**src/rtl/operand_entry_pkg.sv**
```systemverilog
// Shared types and constants for the operand-capture stage feeding the adder.
package operand_entry_pkg;

    typedef enum logic [1:0] {
        WAIT_A = 2'b00,
        WAIT_B = 2'b01,
        READY  = 2'b10
    } entry_state_t;

    localparam logic KEY_RELEASED = 1'b1;

endpackage

```
**src/rtl/operand_entry_key_debounce.sv**
```systemverilog
// Synchronizes one active-low pushbutton, debounces it and emits a single
// press pulse per accepted 1->0 level change.
module key_debounce
    import operand_entry_pkg::*;
#(
    parameter int DEBOUNCE_CYCLES = 50000
) (
    input  logic clk,
    input  logic reset,
    input  logic key_n,
    output logic press_pulse
);

    localparam int CNT_W = $clog2(DEBOUNCE_CYCLES + 1);
    localparam logic [CNT_W-1:0] CNT_LAST = CNT_W'(DEBOUNCE_CYCLES - 1);

    logic             meta_r;
    logic             sync_r;
    logic             level_r;
    logic             level_d_r;
    logic [CNT_W-1:0] cnt_r;
    logic [1:0]       fill_r;
    logic             armed_r;
    logic             pulse_r;

    // Two-flop synchronizer, idling at the released level.
    always_ff @(posedge clk or posedge reset) begin
        if (reset) begin
            meta_r <= KEY_RELEASED;
            sync_r <= KEY_RELEASED;
        end else begin
            meta_r <= key_n;
            sync_r <= meta_r;
        end
    end

    // Accept a level change only after it has been stable long enough.
    always_ff @(posedge clk or posedge reset) begin
        if (reset) begin
            cnt_r     <= '0;
            level_r   <= KEY_RELEASED;
            level_d_r <= KEY_RELEASED;
        end else begin
            level_d_r <= level_r;
            if (sync_r == level_r) begin
                cnt_r <= '0;
            end else if (cnt_r == CNT_LAST) begin
                cnt_r   <= '0;
                level_r <= sync_r;
            end else begin
                cnt_r <= cnt_r + {{(CNT_W-1){1'b0}}, 1'b1};
            end
        end
    end

    // The synchronizer resets to "released", so a key held through reset
    // would otherwise look like a fresh press. Pulses are only armed once a
    // genuine released level has travelled through the synchronizer.
    always_ff @(posedge clk or posedge reset) begin
        if (reset) begin
            fill_r  <= 2'b00;
            armed_r <= 1'b0;
        end else begin
            fill_r  <= {fill_r[0], 1'b1};
            armed_r <= armed_r | (fill_r[1] & (sync_r == KEY_RELEASED));
        end
    end

    // Registered falling-edge detector on the debounced level.
    always_ff @(posedge clk or posedge reset) begin
        if (reset) begin
            pulse_r <= 1'b0;
        end else begin
            pulse_r <= armed_r & level_d_r & ~level_r;
        end
    end

    assign press_pulse = pulse_r;

endmodule

```
**src/rtl/operand_entry.sv**
```systemverilog
// Captures operand A, operand B and carry-in from the switches on successive
// ENTER presses and holds them stable for the adder and display stages.
module operand_entry
    import operand_entry_pkg::*;
#(
    parameter int WIDTH           = 4,
    parameter int DEBOUNCE_CYCLES = 50000
) (
    input  logic             clk,
    input  logic             reset,
    input  logic             enter_n,
    input  logic             clear_n,
    input  logic [WIDTH-1:0] sw_data,
    input  logic             sw_cin,
    output logic [WIDTH:0]   a_out,
    output logic [WIDTH:0]   b_out,
    output logic             cin_out,
    output logic             operands_valid,
    output logic [1:0]       state_out
);

    logic             enter_pulse_s;
    logic             clear_pulse_s;
    logic [WIDTH-1:0] sw_meta_r;
    logic [WIDTH-1:0] sw_sync_r;
    logic             cin_meta_r;
    logic             cin_sync_r;

    entry_state_t     state_r;
    entry_state_t     state_nxt_s;
    logic [WIDTH:0]   a_r;
    logic [WIDTH:0]   a_nxt_s;
    logic [WIDTH:0]   b_r;
    logic [WIDTH:0]   b_nxt_s;
    logic             cin_r;
    logic             cin_nxt_s;
    logic             valid_r;
    logic             valid_nxt_s;

    key_debounce #(.DEBOUNCE_CYCLES(DEBOUNCE_CYCLES)) u_enter_db (
        .clk         (clk),
        .reset       (reset),
        .key_n       (enter_n),
        .press_pulse (enter_pulse_s)
    );

    key_debounce #(.DEBOUNCE_CYCLES(DEBOUNCE_CYCLES)) u_clear_db (
        .clk         (clk),
        .reset       (reset),
        .key_n       (clear_n),
        .press_pulse (clear_pulse_s)
    );

    // Two-flop synchronizers for the data and carry switches.
    always_ff @(posedge clk or posedge reset) begin
        if (reset) begin
            sw_meta_r  <= '0;
            sw_sync_r  <= '0;
            cin_meta_r <= 1'b0;
            cin_sync_r <= 1'b0;
        end else begin
            sw_meta_r  <= sw_data;
            sw_sync_r  <= sw_meta_r;
            cin_meta_r <= sw_cin;
            cin_sync_r <= cin_meta_r;
        end
    end

    // Sequencer next-state and operand updates; clear outranks enter.
    always_comb begin
        state_nxt_s = state_r;
        a_nxt_s     = a_r;
        b_nxt_s     = b_r;
        cin_nxt_s   = cin_r;
        valid_nxt_s = valid_r;
        if (clear_pulse_s) begin
            state_nxt_s = WAIT_A;
            a_nxt_s     = '0;
            b_nxt_s     = '0;
            cin_nxt_s   = 1'b0;
            valid_nxt_s = 1'b0;
        end else if (enter_pulse_s) begin
            case (state_r)
                WAIT_A: begin
                    a_nxt_s     = {1'b0, sw_sync_r};
                    state_nxt_s = WAIT_B;
                end
                WAIT_B: begin
                    b_nxt_s     = {1'b0, sw_sync_r};
                    cin_nxt_s   = cin_sync_r;
                    valid_nxt_s = 1'b1;
                    state_nxt_s = READY;
                end
                READY: begin
                    a_nxt_s     = {1'b0, sw_sync_r};
                    valid_nxt_s = 1'b0;
                    state_nxt_s = WAIT_B;
                end
                default: begin
                    state_nxt_s = WAIT_A;
                end
            endcase
        end else begin
            case (state_r)
                WAIT_A, WAIT_B, READY: state_nxt_s = state_r;
                default:               state_nxt_s = WAIT_A;
            endcase
        end
    end

    // State and operand registers.
    always_ff @(posedge clk or posedge reset) begin
        if (reset) begin
            state_r <= WAIT_A;
            a_r     <= '0;
            b_r     <= '0;
            cin_r   <= 1'b0;
            valid_r <= 1'b0;
        end else begin
            state_r <= state_nxt_s;
            a_r     <= a_nxt_s;
            b_r     <= b_nxt_s;
            cin_r   <= cin_nxt_s;
            valid_r <= valid_nxt_s;
        end
    end

    assign a_out          = a_r;
    assign b_out          = b_r;
    assign cin_out        = cin_r;
    assign operands_valid = valid_r;
    assign state_out      = state_r;

endmodule

```
**config.mk**
```make
export PLATFORM = sky130hd
export DESIGN_NAME = operand_entry
export DESIGN_NICKNAME = d
export VERILOG_FILES = /design/src/rtl/operand_entry_pkg.sv /design/src/rtl/operand_entry_key_debounce.sv /design/src/rtl/operand_entry.sv
export SDC_FILE = /design/constraint.sdc
export NUM_CORES = 1
export LEC_CHECK = 0
export ABC_AREA = 1
export CAP_MARGIN = 0
export CORE_UTILIZATION = 58
export CTS_BUF_LIST = sky130_fd_sc_hd__clkbuf_8 sky130_fd_sc_hd__clkbuf_16
export DETAILED_ROUTE_END_ITERATION = 12
export HOLD_SLACK_MARGIN = 0.1
export MAX_ROUTING_LAYER = met4
export PLACE_DENSITY = 0.79
export SYNTH_ARGS = -nofsm -noshare
export SYNTH_HDL_FRONTEND = slang
export SYNTH_SLANG_ARGS = --single-unit
export TNS_END_PERCENT = 20
```
**constraint.sdc**
```tcl
create_clock -name clk -period 3.1 [get_ports clk]
set_input_delay 0.93 -clock clk [delete_from_list [all_inputs] [get_ports clk]]
set_output_delay 0.93 -clock clk [all_outputs]
set_load 0.005 [all_outputs]
```
==> impl_metrics.json <==
{
  "outcome": "finished clean",
  "setup_viol": 0,
  "path_max_fanout": 5,
  "async_flop_share_pct": 100,
  "rr_endpoint": "u_clear_db.cnt_r[8]",
  "rr_worst_depth": 6,
  "post_synth_num_cell_types": 34,
  "grt_antenna_before_repair": 0,
  "cts_made_buffers": 9,
  "cts-root-to-sink-buffers": 2,
  "postCtsSetupBuffers": 0,
  "drv_slew": 0,
  "fin_nets": 373,
  "worst_r2r_startpoint": "u_clear_db.cnt_r[0]",
  "leakage_nw": 1.75,
  "synth-warning-count": 0,
  "crit_buf_inv": 1,
  "synthesis.instances": 328,
  "fin_total_pwr_mw": 1.84,
  "globalRouteOverflowTotal": 0,
  "ys_seq_elements": 68,
  "chipWidth_um": 75.6,
  "drv.max_cap_violation_count": 0,
  "netlist_top_cells_count": "dfrtp_1 (60), nor2_1 (57), nand2_1 (53)",
  "htree_levels": 3,
  "setup.worst_path.start_class": "register",
  "slowest_delay_ns": 0.53,
  "dp_hpwl_um": 3940,
  "finish.utilization_pct": 70.8,
  "syn_avg_cell_area_um2": 9.57,
  "grt_pass1_wl_um": 9050,
  "worstSetupPathType": "reg2out",
  "largest_net_degree_at_the_start_of_global_routing": 46,
  "top_metal_layer_carrying_routed_signals": "met4",
  "floorplan.initialDensity_pct": 60.7,
  "clkLatencyLatePin_ns": 0.33,
  "n_antenna_cell": 0,
  "min_path_type": "reg2reg",
  "clock-root-buffer": "clkbuf_8",
  "cts_sinks": 68,
  "worst_slew_pin_slew_ns": 0.521,
  "numPortBuffers": 20,
  "clock.fmax_ghz": 0.453,
  "hold_viol_final": 0,
  "dp_slack_ns": 1.08,
  "rrSetupSlack_ns": 1.59,
  "synthesis.area_um2": 3140,
  "first_pass_iters": 4,
  "synth-seq-area-share_pct": 54.5,
  "antenna_violating_nets_left": 0,
  "first_iter_violations": 147,
  "period_share_pct": 71.2,
  "track_usage_pct": 22.7,
  "critical_path.cell_chain": "clkdlybuf4s50_1",
  "crit_arrival_ns": 1.28,
  "final_period_minus_worst_setup_slack_ns": 2.21,
  "synth_edf_count": 0,
  "cellPowerDensity_nw_per_um2": 502,
  "synth_top_area_share_pct": 47.8,
  "cp_slowest_cell": "clkdlybuf4s50_1",
  "route.detailed.vias_per_inst": 5.08,
  "io-pin-count": 23,
  "post-route-worst-setup-slack_ns": 0.894,
  "met2_routed_wirelength_um": 2570,
  "gp_congestion": 0.888,
  "whs_endpoint": "sw_sync_r[2]",
  "setup_repair_after_global_routing_missed_its_margin": "false",
  "cp-end-kind": "primary output",
  "critPathTopFamily": "buffers and inverters",
  "die_area_um2": 5710,
  "synth_top_cell_by_area": "dfrtp_1",
  "area.growth.synth_to_final_pct": 16.7,
  "path_clk_slew_ns": 0.07,
  "rows": 26,
  "launch_instance_of_the_worst_min_delay_path": "sw_meta_r[2]",
  "tns_ns": 0,
  "drt_wl_total_um": 5430,
  "drive_above_1_share_pct": 18.8,
  "cts_resized": 0,
  "min_path_cells": 0,
  "critPathRequiredTime_ns": 2.17,
  "hold_fix_buffer_count_after_cts": 0,
  "die_h_um": 75.6,
  "fin_worst_skew_ns": 0.00542,
  "drc_errors": 0,
  "leading_post_synthesis_cells_by_cell_area": "dfrtp_1 (48%), nor2_1 (6.8%), dfstp_2 (6.7%), nand2_1 (6.3%), inv_1 (3.9%)",
  "tritoncts": "done",
  "wl_met3_um": 260,
  "routed_wire_length_per_instance_um": 12.6,
  "first_global_vias": 2066,
  "core_area_um2": 5170,
  "m1WireLength_um": 2520,
  "via_count": 2190,
  "vdd.ir_drop.worst_mv": 0.401,
  "ys_dominant_reg_cell": "dfrtp_1",
  "relSlewSlack_pct": 65.2,
  "post-synth-top-count-cell": "dfrtp_1"
}
cell type report:
| class | count | area (um2) |
|---|---|---|
| tap | 70 | 87.6 |
| clock buffer | 10 | 138 |
| multi-input combinational | 219 | 1260 |
| clock inverter | 5 | 101 |
| sequential | 68 | 1710 |
| timing repair buffer | 21 | 220 |
| inverter | 38 | 143 |
| fill | 372 | 1510 |
placed cells by master, fill, tap and decap left out, types with 4 or more instances in the layout:
cell	instances
xnor2_1	6
nand2_1	53
nor2_1	57
clkbuf_8	10
clkdlybuf4s50_1	20
nand2_2	4
dfrtp_1	60
nand4_1	5
nor2_2	14
a31oi_1	4
a21oi_1	6
mux2_2	8
ha_1	7
xor2_1	9
inv_2	6
dfstp_2	8
nand3_1	22
inv_1	33
routing by layer:
| metal | up-vias | GRT usage (%) |
|---|---|---|
| met2 | 57 | 35.2 |
| met4 | 0 | 10.5 |
| li1 | 1085 | - |
| met5 | - | - |
| met3 | 10 | 4.76 |
| met1 | 1038 | 28.7 |
state kept, by name, summed over array words and instances (netlist names), 2 cells and up:
name and cells:
a_out 4, b_out 4, state_out 2, sw_meta_r 4, sw_sync_r 4, u_clear_db.cnt_r 16, u_clear_db.fill_r 2, u_enter_db.cnt_r 16
cell families (layout without fill, tap and decap cells):
| logic type | after synthesis | in the layout | synth area share [%] |
|---|---|---|---|
| compound gates | 18 | 18 | 3.55 |
| xor+xnor | 17 | 17 | 5.22 |
| fa+ha+maj | 7 | 7 | 2.79 |
| buf+inv | 42 | 74 | 5.34 |
| flops | 68 | 68 | 54.5 |
| mux | 8 | 8 | 2.87 |
| other cells | 2 | 3 | 0.239 |
| simple gates | 166 | 166 | 25.4 |
power breakdown:
part / internal (mW) / switching, mW
combinational: 0.0226 / 0.0373
sequential: 0.906 / 0.0111
clock: 0.549 / 0.312
total: 1.48 / 0.361
stage by stage:
stage	area (um2)	instances	hold WS [ns]
finish	3660	431	0.351
global route	3660	431	0.357
CTS	3660	431	0.353
detailed placement	3420	416	0.336
global placement	3420	416	0.332
floorplan	3140	329	0.331
worst max path at each step:
stage / from / end / slack, ns / cells after the start
after detailed placement: reset / u_clear_db.level_d_r / 1.08 / 3
after CTS: state_out[0] / state_out[0] / 0.87 / 1
final: state_out[0] / state_out[0] / 0.89 / 1
after floorplan: reset / a_out[0] / 0.47 / 1
after global routing: state_out[0] / state_out[0] / 0.83 / 1
after global placement: reset / u_clear_db.meta_r / 1.10 / 3
Note: power is estimated with default switching activity, not from simulation.
